$ cat src/rtl/control_decoder.sv
// control_decoder
//
// Consumer side of the button-event interface. Once per video frame it
// snapshots the sticky pressed/released flag vector and asks the collector
// to clear it. From each snapshot it updates the held-button state, picks one
// active direction with auto-repeat, and offers at most one move/action
// command per frame to player logic over a valid/ready handshake.
//
// Ports:
//   clk           system clock
//   reset         synchronous, active-low reset
//   frame_end     one-cycle pulse per video frame
//   control_state [9:5] pressed flags, [4:0] released flags
//                 (bit order UP, DOWN, LEFT, RIGHT, ACTION, LSB first)
//   clear_req     one-cycle pulse that clears the collector's flags
//   cmd_valid     command available
//   cmd_ready     player logic accepts command
//   cmd_move      command contains a move
//   cmd_dir       0=UP, 1=DOWN, 2=LEFT, 3=RIGHT
//   cmd_action    command contains an action press
//   held          current held state, same bit order as the flag fields
//   overrun       one-cycle pulse when a frame's command is dropped
module control_decoder #(
  parameter int REPEAT_DELAY = 8,
  parameter int REPEAT_RATE  = 4
) (
  input  logic       clk,
  input  logic       reset,
  input  logic       frame_end,
  input  logic [9:0] control_state,
  output logic       clear_req,
  output logic       cmd_valid,
  input  logic       cmd_ready,
  output logic       cmd_move,
  output logic [1:0] cmd_dir,
  output logic       cmd_action,
  output logic [4:0] held,
  output logic       overrun
);

  localparam logic [7:0] DELAY_LOAD = 8'(REPEAT_DELAY);
  localparam logic [7:0] RATE_LOAD  = 8'(REPEAT_RATE);

  typedef enum logic [1:0] {IDLE, CAPTURE, DECODE} state_t;

  state_t     state, next_state;
  logic [9:0] snapshot;
  logic       active_valid;
  logic [1:0] active_dir;
  logic [7:0] repeat_cnt;

  logic [4:0] pressed, released, held_next;
  logic       move_now, action_now, cmd_exists;
  logic [1:0] move_dir;
  logic       active_valid_next;
  logic [1:0] active_dir_next;
  logic [7:0] repeat_cnt_next;

  // Lowest index wins, giving UP > DOWN > LEFT > RIGHT.
  function automatic logic [1:0] pri4(input logic [3:0] v);
    logic [1:0] d;
    d = 2'd3;
    if (v[2]) d = 2'd2;
    if (v[1]) d = 2'd1;
    if (v[0]) d = 2'd0;
    return d;
  endfunction

  // The collector clears its flags on the same edge that captures them.
  assign clear_req = (state == CAPTURE);

  always_ff @(posedge clk) begin
    if (!reset) state <= IDLE;
    else        state <= next_state;
  end

  always_comb begin
    next_state = state;
    case (state)
      IDLE:    if (frame_end) next_state = CAPTURE;
      CAPTURE: next_state = DECODE;
      DECODE:  next_state = IDLE;
      default: next_state = IDLE;
    endcase
  end

  // Per-frame decode of the snapshot. A press and release in the same frame
  // is a tap for a button not yet held, but a release-then-repress for one
  // that was held. A tapped direction still moves once; the next frame then
  // sees it not held and falls back to whatever is still held.
  always_comb begin
    pressed           = snapshot[9:5];
    released          = snapshot[4:0];
    held_next         = (held & (pressed | ~released)) | (~held & pressed & ~released);
    move_now          = 1'b0;
    move_dir          = active_dir;
    active_valid_next = active_valid;
    active_dir_next   = active_dir;
    repeat_cnt_next   = repeat_cnt;

    if (|pressed[3:0]) begin
      active_valid_next = 1'b1;
      active_dir_next   = pri4(pressed[3:0]);
      repeat_cnt_next   = DELAY_LOAD;
      move_now          = 1'b1;
      move_dir          = pri4(pressed[3:0]);
    end else if (active_valid && held_next[active_dir]) begin
      if (repeat_cnt == 8'd1) begin
        move_now        = 1'b1;
        move_dir        = active_dir;
        repeat_cnt_next = RATE_LOAD;
      end else begin
        repeat_cnt_next = repeat_cnt - 8'd1;
      end
    end else if (|held_next[3:0]) begin
      active_valid_next = 1'b1;
      active_dir_next   = pri4(held_next[3:0]);
      repeat_cnt_next   = DELAY_LOAD;
    end else begin
      active_valid_next = 1'b0;
      active_dir_next   = 2'd0;
      repeat_cnt_next   = 8'd0;
    end

    action_now = pressed[4];
    cmd_exists = move_now | action_now;
  end

  // Snapshot, button/repeat state and the command register. A pending
  // command is never overwritten; the new one is dropped and flagged
  // instead, while held and repeat state still advance.
  always_ff @(posedge clk) begin
    if (!reset) begin
      snapshot     <= 10'd0;
      held         <= 5'd0;
      active_valid <= 1'b0;
      active_dir   <= 2'd0;
      repeat_cnt   <= 8'd0;
      cmd_valid    <= 1'b0;
      cmd_move     <= 1'b0;
      cmd_dir      <= 2'd0;
      cmd_action   <= 1'b0;
      overrun      <= 1'b0;
    end else begin
      overrun <= 1'b0;
      if (state == CAPTURE) snapshot <= control_state;
      if (state == DECODE) begin
        held         <= held_next;
        active_valid <= active_valid_next;
        active_dir   <= active_dir_next;
        repeat_cnt   <= repeat_cnt_next;
      end
      if (state == DECODE && cmd_exists && (!cmd_valid || cmd_ready)) begin
        cmd_valid  <= 1'b1;
        cmd_move   <= move_now;
        cmd_action <= action_now;
        if (move_now) cmd_dir <= move_dir;
      end else begin
        if (state == DECODE && cmd_exists) overrun <= 1'b1;
        if (cmd_valid && cmd_ready) cmd_valid <= 1'b0;
      end
    end
  end

endmodule

$ cat config.mk
export PLATFORM = sky130hd
export DESIGN_NAME = control_decoder
export DESIGN_NICKNAME = d
export VERILOG_FILES = /design/src/rtl/control_decoder.sv
export SDC_FILE = /design/constraint.sdc
export NUM_CORES = 1
export LEC_CHECK = 0
export ABC_AREA = 1
export ABC_CLOCK_PERIOD_IN_PS = 1450
export BUFFER_PORTS_ARGS = -buffer_cell sky130_fd_sc_hd__buf_4
export CAP_MARGIN = 15
export CORE_MARGIN = 2
export CORE_UTILIZATION = 49
export DETAILED_ROUTE_END_ITERATION = 6
export GPL_ROUTABILITY_DRIVEN = 0
export GPL_TIMING_DRIVEN = 0
export PLACE_DENSITY = 0.7
export SLEW_MARGIN = 20
export SYNTH_ARGS = -nofsm -noshare
export SYNTH_HDL_FRONTEND = slang
export SYNTH_SLANG_ARGS = --single-unit
$ cat constraint.sdc
create_clock -name clk -period 1.45 [get_ports clk]
set_clock_uncertainty 0.05 [all_clocks]
set_input_delay 0.0725 -clock clk [delete_from_list [all_inputs] [get_ports clk]]
set_output_delay 0.0725 -clock clk [all_outputs]
set_load 0.01 [all_outputs]
==> results of run 1 <==
## worst paths after layout
path,slack [ns],cells past startpoint,start,endpoint
max reg2reg,0.009,9,snapshot[5],cmd_dir[1]
min,0.05,4,cmd_ready,overrun
min reg2reg,0.37,1,state[0],state[0]
max,0.009,9,snapshot[5],cmd_dir[1]
## routing by layer
layer,global-route usage (%),vias to the layer above,share of wire [%]
met2,32.2,38,44
met3,3.99,8,4.2
met4,10.9,0,2.0
met5,0,-,0
met1,30.2,716,50
li1,-,845,-
## cells by family after synthesis
group | Yosys count | synth area share [%]
AND/OR/NAND/NOR | 99 | 29.5
adder cells (fa/ha/maj) | 2 | 1.54
flip-flops | 34 | 41.9
buffers and inverters | 35 | 8.16
XOR/XNOR | 3 | 1.62
AO/OA/AOI/OAI | 52 | 17.3
## through the flow
| stage | cells | TNS, ns | utilization, % | area, sq um | setup slack [ns] |
|---|---|---|---|---|---|
| after floorplan | 225 | 0 | - | 1630 | 0.106 |
| after global placement | 294 | -0.609 | 60.2 | 1870 | -0.0749 |
| after detailed placement | 294 | -0.499 | 60.2 | 1870 | -0.0702 |
| after CTS | 316 | 0 | 69.3 | 2150 | 0.00279 |
| after global routing | 322 | -0.519 | 73.0 | 2270 | -0.0844 |
| final | 322 | 0 | 73.0 | 2270 | 0.00889 |
## worst register-to-register path, stage by stage (launching register included)
cell	delay (ns)
sky130_fd_sc_hd__dfxtp_2	0.35
sky130_fd_sc_hd__or2_1	0.23
sky130_fd_sc_hd__nand3_1	0.08
sky130_fd_sc_hd__nand3_2	0.12
sky130_fd_sc_hd__nand4_4	0.13
sky130_fd_sc_hd__nand3_4	0.09
sky130_fd_sc_hd__nand4_4	0.13
sky130_fd_sc_hd__nand2_1	0.06
sky130_fd_sc_hd__nand2_1	0.05
sky130_fd_sc_hd__nor2_1	0.04
## Yosys cell counts (all sizes together)
cell    number
nor3         4
ha           2
a211oi       2
xnor2        1
or2          1
xor2         2
clkbuf       6
dfxtp       34
nand2       45
a21oi       24
o21ai       22
nand3       15
nor2        27
inv         29
a41oi        2
o211ai       1
o21bai       1
nand4        7
## final cells by class
cell class                 instances  share of cell area, %
multi-input combinational        156                   41.1
clock buffer                       7                   2.43
tap                               44                   2.43
sequential                        34                   30.8
timing repair buffer              45                   16.8
clock inverter                     1                  0.221
inverter                          29                   5.02
buffer                             6                   1.21
## power groups by stage
| stage | Combinational (W) | Clock, W | Sequential (W) |
|---|---|---|---|
| after floorplan | 0.000208 | 0 | 0.00102 |
| after global placement | 0.000297 | 0 | 0.00103 |
| after detailed placement | 0.000299 | 0 | 0.00103 |
| after CTS | 0.000371 | 0.000567 | 0.00101 |
| after global routing | 0.000456 | 0.000611 | 0.00101 |
| final | 0.000415 | 0.000560 | 0.00101 |
## cell usage in the layout (no fill, tap or decap), types with 2 or more instances in the layout
cell type / n
sky130_fd_sc_hd__nor2_1: 20
sky130_fd_sc_hd__nand2_4: 2
sky130_fd_sc_hd__clkbuf_2: 4
sky130_fd_sc_hd__dfxtp_4: 2
sky130_fd_sc_hd__nand4_1: 5
sky130_fd_sc_hd__dfxtp_2: 8
sky130_fd_sc_hd__o21ai_1: 2
sky130_fd_sc_hd__o21ai_0: 19
sky130_fd_sc_hd__clkbuf_4: 5
sky130_fd_sc_hd__inv_4: 2
sky130_fd_sc_hd__nor3_2: 2
sky130_fd_sc_hd__nand2_2: 8
sky130_fd_sc_hd__nor2_2: 3
sky130_fd_sc_hd__nand4_4: 2
sky130_fd_sc_hd__buf_4: 32
sky130_fd_sc_hd__a21oi_1: 23
sky130_fd_sc_hd__dfxtp_1: 24
sky130_fd_sc_hd__clkbuf_1: 3
sky130_fd_sc_hd__nor2_4: 4
sky130_fd_sc_hd__dlygate4sd3_1: 12
sky130_fd_sc_hd__inv_1: 23
sky130_fd_sc_hd__xor2_1: 2
sky130_fd_sc_hd__a41oi_1: 2
sky130_fd_sc_hd__nand2_1: 35
sky130_fd_sc_hd__nand3_2: 5
sky130_fd_sc_hd__inv_2: 4
sky130_fd_sc_hd__nand3_1: 9
## state kept, by name, summed over array words and instances (netlist names)
register and count:
snapshot 10, repeat_cnt 8, held 5, active_dir 2, cmd_dir 2, state 2
active_valid 1, cmd_action 1, cmd_move 1, cmd_valid 1, overrun 1
## what timing repair did
| item | 4_1_cts | 5_1_grt |
|---|---|---|
| cloned | 0 | 0 |
| pin swaps | 5 | 10 |
| hold endpoints to repair | 14 | 0 |
| hold buffers | 12 | 0 |
| endpoints found under the setup margin | 23 | 24 |
| buffers inserted | 2 | 6 |
| gates resized for setup | 25 | 22 |
==> metrics.md, run 1 <==
| Metric | Value |
|---|---|
| Static Leakage | `around 1 nW` |
| Sinks on the clock net | `34` |
| Slowest stage cell on the critical path | `sky130_fd_sc_hd__dfxtp_2` |
| Multi-input combinational cell area | `931 sq um` |
| P_int | `around 0.0014 W` |
| Final number of max-transition violations | `0` |
| Type of the tightest min-delay check | `input pin to register` |
| Count of max-cap constraint violations | `0` |
| Period Utilization, post-route | `99.4%` |
| Cell area power density | `between 800 and 900 mW/mm^2` |
| Dominant cells by area after synthesis | `sky130_fd_sc_hd__dfxtp_1, sky130_fd_sc_hd__nand2_1, sky130_fd_sc_hd__a21oi_1` |
| Crit-path cells | `or2_1 > nand3_1 > nand3_2 > nand4_4 > nand3_4 > nand4_4 > nand2_1 > nand2_1 > nor2_1` |
| Final Hold Slack | `between 0.04 and 0.05 ns` |
| Remaining antenna violation count after routing | `0` |
| Total of fill cells in the finished design | `~240` |
| Hold Violations, Final | `0` |
| Type of the setup path with the least slack | `register to register` |
| Unique masters post-synth | `28` |
| Count of mapped cells out of synthesis | `around 230` |
| Area growth from synthesis to layout | `39.4%` |
| Buffers from clock root to sink, at most | `2` |
| Max transition margin | `around 69%` |
| Violation count after the first detailed-route iteration | `78` |
| Slowest cell delay on critical path | `0.35 ns` |
| Vertical die dimension | `roughly 62 microns` |
| H-tree depth | `2` |
| Syn avg cell area | `7.22 sq um` |
| Vias/cell | `between 4 and 5` |
| Root cell of the clock tree | `sky130_fd_sc_hd__clkbuf_4` |
| Sequential cell area | `698 sq um` |
| Number of buffers added by the clock tree synthesis step | `5` |
| Antenna violations before repair | `0` |
| Full die area | `around 0.0038 sq mm` |
| Kind of capture point of the worst setup path | `register` |
| Combinational fraction of design power | `20.9%` |
| Wire length of the first global-routing pass | `around 6000 microns` |
| Post-detailed-route wirelength per cell | `roughly 12 microns` |
| Data required time at the worst endpoint | `between 1.5 and 2 ns` |
| Pin slew with the least headroom to its limit | `0.471 ns` |
| Share of total power in the clock network | `roughly 28%` |
| Core outline area | `a little over 0.003 sq mm` |
| Detailed-routing iteration count for the pre-antenna-repair pass | `4` |
| F_max | `roughly 0.69 GHz` |
| Part of the power in registers | `between 50% and 60%` |
| Aggregate global-route resource usage | `approximately 22%` |
| Cell type contributing the most total cell area after synthesis | `sky130_fd_sc_hd__dfxtp_1` |
| Initial core utilization | `between 50% and 60%` |
| Reported net switching power | `between 0.0005 and 0.0006 W` |
| I/O pin count | `26` |
| Crit start category | `register` |
| Design Power | `around 0.0020 W` |
| Antenna Diode Count | `0` |
| Largest driver fanout on the critical path | `5` |
| Tmin final | `around 1.4 ns` |
| Die outline width | `61.6 microns` |
| Synthesized Nets | `approximately 240` |
| I/O Buffers | `25` |
| RSZ-0062 raised after global routing | `yes` |
| Dpl hpwl | `roughly 2600 microns` |
| Vias after detailed routing | `around 1600` |
| Number of warnings printed during yosys synthesis | `0` |
| Category of cells accounting for the largest share of critical-path delay | `simple AND/OR/NAND/NOR gates` |
| CTS clk-pin slew, worst paths | `about 0.11 ns` |
| Share of the synthesized area in the top cell type | `a little over two fifths` |
| Post-synthesis cell area | `roughly 0.0016 sq mm` |
| Clock tree from TritonCTS | `done` |
| Residual overflow from global routing | `0` |
| Endpoints failing setup | `0` |
| Flops & latches, synth | `34` |
| Vias in the first global route | `around 1300` |
| Proportion of synthesized chip area in sequential cells | `41.9%` |
| Number of remaining DRC errors | `0` |
| Number of placement rows | `20` |
| Arrival time at the worst endpoint | `approximately 1.6 ns` |
| Switching power share of the total | `about 30%` |
| Proportion of layout cells with a drive suffix above 1 | `approximately a third` |
| Run status | `finished clean` |
| WL final | `3780 microns` |
| Maximum number of pins on one net before global-route repair | `11` |
| Count of buffer and inverter cells on the critical path | `0` |
| Later-pin clock latency in the skew report | `between 0.3 and 0.4 ns` |
| Post-layout net count | `about 300` |
| Peak supply drop | `587 uV` |
Power figures use the tool's default switching activity.
==> run 2, diff against run 1 <==
--- a/config.mk
+++ b/config.mk
@@ -6,7 +6,7 @@
 export NUM_CORES = 1
 export LEC_CHECK = 0
 export ABC_AREA = 1
-export ABC_CLOCK_PERIOD_IN_PS = 1450
+export ABC_CLOCK_PERIOD_IN_PS = 1600
 export BUFFER_PORTS_ARGS = -buffer_cell sky130_fd_sc_hd__buf_4
 export CAP_MARGIN = 15
 export CORE_MARGIN = 2
@@ -14,7 +14,8 @@
 export DETAILED_ROUTE_END_ITERATION = 6
 export GPL_ROUTABILITY_DRIVEN = 0
 export GPL_TIMING_DRIVEN = 0
-export PLACE_DENSITY = 0.7
+export HOLD_SLACK_MARGIN = 0.1
+export PLACE_DENSITY = 0.68
 export SLEW_MARGIN = 20
 export SYNTH_ARGS = -nofsm -noshare
 export SYNTH_HDL_FRONTEND = slang
==> constraint.sdc (replaced) <==
create_clock -name clk -period 1.6 [get_ports clk]
set_clock_uncertainty 0.05 [all_clocks]
set_input_delay 0.08 -clock clk [delete_from_list [all_inputs] [get_ports clk]]
set_output_delay 0.08 -clock clk [all_outputs]
set_load 0.01 [all_outputs]
==> metrics.md, run 2 (synthesized netlist as in run 1, its figures left out) <==
| Metric | Value |
|---|---|
| Run status | `finished clean (unchanged)` |
| Number of remaining DRC errors | `0 (unchanged)` |
| Leading registers by flop count | `snapshot x10, repeat_cnt x8, held x5 (unchanged)` |
| Startpoint of the most critical register-to-register path | `repeat_cnt[1] (was snapshot[5])` |
| Wire length of the first global-routing pass | `6300 microns (was 6000 microns)` |
| Antenna Diode Count | `0 (unchanged)` |
| Slowest cell delay on critical path | `0.34 ns (was 0.35 ns)` |
| Type of the setup path with the least slack | `register to register (unchanged)` |
| Proportion of layout cells with a drive suffix above 1 | `23.8% (was 33.1%)` |
| Count of max-cap constraint violations | `0 (unchanged)` |
| Top reg by flops | `snapshot (unchanged)` |
| Vias after detailed routing | `1574 (was 1607)` |
| Crit start category | `register (unchanged)` |
| Largest driver fanout on the critical path | `5 (unchanged)` |
| H-tree depth | `2 (unchanged)` |
| Most common cell after layout, fill and taps aside | `sky130_fd_sc_hd__nand2_1 (unchanged)` |
| CTS clk-pin slew, worst paths | `0.10 ns (was 0.11 ns)` |
| WL final | `3760 microns (was 3780 microns)` |
| Crit-path cells | `inv_1 > ha_1 > nand2_1 > nor2_4 > nand4_2 > nand2_1 > nand4_4 > nand2_1 > nand2_1 > nor2_1 (was or2_1 > nand3_1 > nand3_2 > nand4_4 > nand3_4 > nand4_4 > nand2_1 > nand2_1 > nor2_1)` |
| Category of cells accounting for the largest share of critical-path delay | `simple AND/OR/NAND/NOR gates (unchanged)` |
| Maximum number of pins on one net before global-route repair | `11 (unchanged)` |
| Non-filler cells in the finished layout | `317 (was 322)` |
| Vertical die dimension | `61.6 microns (unchanged)` |
| Area growth from synthesis to layout | `30.6% (was 39.4%)` |
| Tmin final | `1.50 ns (was 1.44 ns)` |
| Root cell of the clock tree | `sky130_fd_sc_hd__clkbuf_4 (unchanged)` |
| I/O Buffers | `25 (unchanged)` |
| Peak supply drop | `564 uV (was 587 uV)` |
| Instance count after placement with tap cells included | `294 (unchanged)` |
| Worst Setup Slack post-DPL | `0.0459 ns (was -0.0702 ns)` |
| Number of buffers added by the clock tree synthesis step | `5 (unchanged)` |
| Die outline width | `61.6 microns (unchanged)` |
| Remaining antenna violation count after routing | `0 (unchanged)` |
| Period Utilization, post-route | `93.9% (was 99.4%)` |
| Later-pin clock latency in the skew report | `0.35 ns (was 0.34 ns)` |
| Vias/cell | `4.97 (was 4.99)` |
| Design Power | `0.00176 W (was 0.00198 W)` |
| Sinks on the clock net | `34 (unchanged)` |
| Type of the tightest min-delay check | `register to register (was input pin to register)` |
| Hold Violations, Final | `0 (unchanged)` |
| Aggregate global-route resource usage | `22.8% (was 21.7%)` |
| Endpoints failing setup | `0 (unchanged)` |
| Residual overflow from global routing | `0 (unchanged)` |
| Cell area power density | `829 mW/mm^2 (was 875 mW/mm^2)` |
| Most common cell on crit path | `sky130_fd_sc_hd__nand2_1` |
| Full die area | `0.00379 sq mm (unchanged)` |
| Post-layout net count | `288 (was 293)` |
| Pin slew with the least headroom to its limit | `0.488 ns (was 0.471 ns)` |
| Minimum setup slack in the final design | `0.0969 ns (was 0.00889 ns)` |
| Flip-flop count of the largest register after layout | `10 (unchanged)` |
| Buffers from clock root to sink, at most | `2 (unchanged)` |
| Initial core utilization | `52.4% (unchanged)` |
| Violation count after the first detailed-route iteration | `58 (was 78)` |
| Static Leakage | `0.935 nW (was 0.972 nW)` |
| Count of cell instances traversed by the critical path | `10 (was 9)` |
| Final Hold Slack | `0.386 ns (was 0.0479 ns)` |
| Clock tree from TritonCTS | `done (unchanged)` |
| Data required time at the worst endpoint | `1.84 ns (was 1.64 ns)` |
| Dpl hpwl | `2580 microns (was 2560 microns)` |
| Core outline area | `0.00310 sq mm (unchanged)` |
| Endpoint of the lowest-slack register-to-register path | `cmd_dir[1] (unchanged)` |
| Detailed-routing iteration count for the pre-antenna-repair pass | `4 (unchanged)` |
| Antenna violations before repair | `0 (unchanged)` |
| Final number of max-transition violations | `0 (unchanged)` |
| Beginning of the critical path | `repeat_cnt[1] (was snapshot[5])` |
| Count of buffer and inverter cells on the critical path | `1 (was 0)` |
| Total of fill cells in the finished design | `291 (was 243)` |
| Kind of capture point of the worst setup path | `register (unchanged)` |
| Number of placement rows | `20 (unchanged)` |
| Vias in the first global route | `1391 (was 1338)` |
| Arrival time at the worst endpoint | `1.74 ns (was 1.63 ns)` |
| Sequential cell area | `686 sq um (was 698 sq um)` |
| I/O pin count | `26 (unchanged)` |
| Post-detailed-route wirelength per cell | `11.9 microns (was 11.7 microns)` |
| Max transition margin | `67.5% (was 68.6%)` |
| Capturing instance or port of the critical path | `cmd_dir[1] (unchanged)` |
| Number of cells on the worst reg-to-reg path | `10 (was 9)` |
| R2R setup slack | `0.1 ns (was 0.009 ns)` |
| F_max | `0.665 GHz (was 0.694 GHz)` |
| Slowest stage cell on the critical path | `sky130_fd_sc_hd__dfxtp_1 (was sky130_fd_sc_hd__dfxtp_2)` |
| Multi-input combinational cell area | `838 sq um (was 931 sq um)` |
| Most frequent cells in the layout | `sky130_fd_sc_hd__nand2_1, sky130_fd_sc_hd__dfxtp_1, sky130_fd_sc_hd__buf_4 (was sky130_fd_sc_hd__nand2_1, sky130_fd_sc_hd__buf_4, sky130_fd_sc_hd__dfxtp_1)` |
[run 2: cell count changes in the layout (fill, tap and decap cells not counted), moves of 3 or more]
cell	delta
sky130_fd_sc_hd__nand2_1	+5
sky130_fd_sc_hd__nand2_2	-3
sky130_fd_sc_hd__dfxtp_2	-4
sky130_fd_sc_hd__dfxtp_1	+6
sky130_fd_sc_hd__nor2_4	-3
sky130_fd_sc_hd__buf_4	-6
[run 2: final cells by class]
cell class                      count  area share [%]
Buffer                              6            1.24
Clock buffer                        7            2.59
Clock inverter                      1           0.236
Inverter                           29            5.25
Multi-Input combinational cell    156            39.5
Sequential cell                    34            32.3
Tap cell                           44            2.59
Timing Repair Buffer               40            16.3
[run 2: worst min-delay path by stage]
| stage | start | end | slack [ns] | cells past startpoint |
|---|---|---|---|---|
| 2_1_floorplan | frame_end | state[0] | 0.15 | 2 |
| 3_3_place_gp | control_state[1] | snapshot[1] | 0.25 | 3 |
| 3_5_place_dp | control_state[0] | snapshot[0] | 0.26 | 3 |
| 4_1_cts | state[0] | state[0] | 0.39 | 1 |
| 5_1_grt | state[0] | state[0] | 0.40 | 1 |
| 6_report | state[0] | state[0] | 0.39 | 1 |
[run 2: per-layer routing]
metal  track usage, %  wire (microns)
met5                0               0
met4             7.29              57
met2             33.2            1580
met3             7.14             217
met1             31.9            1910
[run 2: power breakdown]
part / internal [W] / switching, W
combinational: 0.000155 / 0.000187
sequential: 0.000882 / 0.0000306
clock: 0.000213 / 0.000292
total: 0.00125 / 0.000509
[run 2: repair_timing]
action	in CTS	in global routing
setup buffers	0	2
hold buffers	13	0
hold endpoints to repair	16	0
setup endpoints to repair	0	25
gates resized for setup	0	16
[run 2: per-stage QoR]
stage	utilization [%]	cell area, sq um	TNS (ns)
after floorplan	-	1630	0
after global placement	60.2	1870	0
after detailed placement	60.2	1870	0
after CTS	66.3	2060	0
after global routing	68.4	2120	-0.00412
final	68.4	2120	0
==> run 3, diff against run 2 <==
--- a/config.mk
+++ b/config.mk
@@ -6,11 +6,11 @@
 export NUM_CORES = 1
 export LEC_CHECK = 0
 export ABC_AREA = 1
-export ABC_CLOCK_PERIOD_IN_PS = 1600
 export BUFFER_PORTS_ARGS = -buffer_cell sky130_fd_sc_hd__buf_4
 export CAP_MARGIN = 15
 export CORE_MARGIN = 2
 export CORE_UTILIZATION = 49
+export CTS_BUF_LIST = sky130_fd_sc_hd__clkbuf_2
 export DETAILED_ROUTE_END_ITERATION = 6
 export GPL_ROUTABILITY_DRIVEN = 0
 export GPL_TIMING_DRIVEN = 0
==> metrics.md, run 3 (synthesized netlist as in run 1, its figures left out) <==
| Metric | Value |
|---|---|
| Run status | `finished clean (unchanged)` |
| Proportion of layout cells with a drive suffix above 1 | `25.3% (was 23.8%)` |
| Static Leakage | `0.919 nW (was 0.935 nW)` |
| Switching power share of the total | `31.0% (was 28.9%)` |
| Initial core utilization | `52.4% (unchanged)` |
| F_max | `0.649 GHz (was 0.665 GHz)` |
| P_int | `0.00115 W (was 0.00125 W)` |
| Vias after detailed routing | `1595 (was 1574)` |
| Endpoints failing setup | `0 (unchanged)` |
| Period Utilization, post-route | `96.3% (was 93.9%)` |
| Pin slew with the least headroom to its limit | `0.474 ns (was 0.488 ns)` |
| Full die area | `0.00379 sq mm (unchanged)` |
| Remaining antenna violation count after routing | `0 (unchanged)` |
| Most frequent cells in the layout | `sky130_fd_sc_hd__nand2_1, sky130_fd_sc_hd__dfxtp_1, sky130_fd_sc_hd__buf_4 (unchanged)` |
| Vertical die dimension | `61.6 microns (unchanged)` |
| Maximum number of pins on one net before global-route repair | `11 (unchanged)` |
| Count of max-cap constraint violations | `0 (unchanged)` |
| Aggregate global-route resource usage | `22.7% (was 22.8%)` |
| Sinks on the clock net | `34 (unchanged)` |
| Hold Violations, Final | `0 (unchanged)` |
| Die outline width | `61.6 microns (unchanged)` |
| Type of the tightest min-delay check | `register to register (unchanged)` |
| Post-detailed-route wirelength per cell | `12.3 microns (was 11.9 microns)` |
| Number of placement rows | `20 (unchanged)` |
| Max transition margin | `68.4% (was 67.5%)` |
| Reported net switching power | `0.000517 W (was 0.000509 W)` |
| Placement Cell Area | `0.00187 sq mm (unchanged)` |
| Leading registers by flop count | `snapshot x10, repeat_cnt x8, held x5 (unchanged)` |
| Final number of max-transition violations | `0 (unchanged)` |
| TNS Setup | `0 ns (unchanged)` |
| I/O pin count | `26 (unchanged)` |
| Combinational fraction of design power | `21.2% (was 19.4%)` |
| CTS clk-pin slew, worst paths | `0.17 ns (was 0.10 ns)` |
| Wire length of the first global-routing pass | `6290 microns (was 6300 microns)` |
| Antenna Diode Count | `0 (unchanged)` |
| Later-pin clock latency in the skew report | `0.38 ns (was 0.35 ns)` |
| Buffers from clock root to sink, at most | `2 (unchanged)` |
| Share of total power in the clock network | `23.9% (was 28.7%)` |
| Kind of capture point of the worst setup path | `register (unchanged)` |
| Core outline area | `0.00310 sq mm (unchanged)` |
| Post-layout net count | `288 (unchanged)` |
| Number of remaining DRC errors | `0 (unchanged)` |
| Peak supply drop | `514 uV (was 564 uV)` |
| Area growth from synthesis to layout | `30.9% (was 30.6%)` |
| Most common cell after layout, fill and taps aside | `sky130_fd_sc_hd__nand2_1 (unchanged)` |
| Residual overflow from global routing | `0 (unchanged)` |
| Cell area power density | `784 mW/mm^2 (was 829 mW/mm^2)` |
| Data required time at the worst endpoint | `1.88 ns (was 1.84 ns)` |
| Tmin final | `1.54 ns (was 1.50 ns)` |
| H-tree depth | `2 (unchanged)` |
| Clock tree from TritonCTS | `done (unchanged)` |
| Flip-flop count of the largest register after layout | `10 (unchanged)` |
| Vias/cell | `5.03 (was 4.97)` |
| WL final | `3890 microns (was 3760 microns)` |
| I/O Buffers | `25 (unchanged)` |
| Dpl hpwl | `2580 microns (unchanged)` |
| Number of buffers added by the clock tree synthesis step | `5 (unchanged)` |
| Antenna violations before repair | `0 (unchanged)` |
| Vias in the first global route | `1387 (was 1391)` |
| Type of the setup path with the least slack | `register to register (unchanged)` |
| Violation count after the first detailed-route iteration | `73 (was 58)` |
| Arrival time at the worst endpoint | `1.82 ns (was 1.74 ns)` |
| Final non-filler cell area | `0.00213 sq mm (was 0.00212 sq mm)` |
| Crit start category | `register (unchanged)` |
| Detailed-routing iteration count for the pre-antenna-repair pass | `4 (unchanged)` |
| Largest driver fanout on the critical path | `5 (unchanged)` |
| Root cell of the clock tree | `sky130_fd_sc_hd__clkbuf_2 (was sky130_fd_sc_hd__clkbuf_4)` |
| Top reg by flops | `snapshot (unchanged)` |
| Part of the power in registers | `54.9% (was 51.9%)` |
run 3: cell count changes in the layout (fill, tap and decap cells not counted), moves of 2 or more:
cell                       before  now
sky130_fd_sc_hd__clkbuf_2       3    9
sky130_fd_sc_hd__clkbuf_4       5    0
sky130_fd_sc_hd__dfxtp_1       30   28
sky130_fd_sc_hd__dfxtp_2        4    6
run 3: worst paths after layout:
kind                      start    endpoint  slack [ns]  cells past startpoint
setup / recovery  repeat_cnt[1]  cmd_dir[1]        0.06                     10
hold / removal         state[0]    state[0]        0.39                      1
setup reg to reg  repeat_cnt[1]  cmd_dir[1]        0.06                     10
hold reg to reg        state[0]    state[0]        0.39                      1
run 3: power groups by stage:
stage | clock network, W | logic [W] | registers, W
final | 0.000399 | 0.000354 | 0.000915
after global routing | 0.000450 | 0.000391 | 0.000921
after CTS | 0.000403 | 0.000297 | 0.000912
after detailed placement | 0 | 0.000270 | 0.000929
after global placement | 0 | 0.000270 | 0.000929
after floorplan | 0 | 0.000188 | 0.000926
run 3: area by class of cell:
cell class                      count  area, sq um
Clock buffer                        6         30.0
Tap cell                           44         55.1
Clock inverter                      2         8.76
Inverter                           29          111
Multi-Input combinational cell    156          862
Fill cell                         295          976
Timing Repair Buffer               40          345
Sequential cell                    34          688
Buffer                              6         26.3
run 3: layer usage:
metal / share of wire (%) / routed length (microns) / up-vias / track usage (%)
li1: - / - / 840 / -
met1: 49 / 1900 / 701 / 32.2
met2: 45 / 1740 / 48 / 33.1
met3: 5.4 / 210 / 6 / 7.14
met4: 1.1 / 43 / 0 / 6.38
met5: 0 / 0 / - / 0
run 3: per-stage QoR:
| stage | util, % | hold WS (ns) | total power, W | setup WS [ns] | std cells |
|---|---|---|---|---|---|
| after floorplan | - | 0.148 | 0.00111 | 0.256 | 225 |
| after global placement | 60.2 | 0.250 | 0.00120 | 0.0629 | 294 |
| after detailed placement | 60.2 | 0.257 | 0.00120 | 0.0459 | 294 |
| after CTS | 65.6 | 0.386 | 0.00161 | 0.0123 | 315 |
| after global routing | 68.5 | 0.403 | 0.00176 | -0.0264 | 317 |
| final | 68.5 | 0.394 | 0.00167 | 0.0598 | 317 |
run 3: timing repair:
item	4_1_cts	5_1_grt
setup endpoints to repair	0	26
hold endpoints to repair	17	0
resized for setup	0	22
setup buffers	0	2
hold buffers	13	0
run 3: critical path: stages, from the launching register on:
cell and delay (ns):
sky130_fd_sc_hd__dfxtp_1 0.37, sky130_fd_sc_hd__inv_1 0.08, sky130_fd_sc_hd__ha_1 0.15, sky130_fd_sc_hd__nand2_1 0.08, sky130_fd_sc_hd__nor2_4 0.17, sky130_fd_sc_hd__nand4_4 0.14
sky130_fd_sc_hd__nand2_2 0.11, sky130_fd_sc_hd__nand4_4 0.12, sky130_fd_sc_hd__nand2_1 0.09, sky130_fd_sc_hd__nand2_1 0.05, sky130_fd_sc_hd__nor2_1 0.08
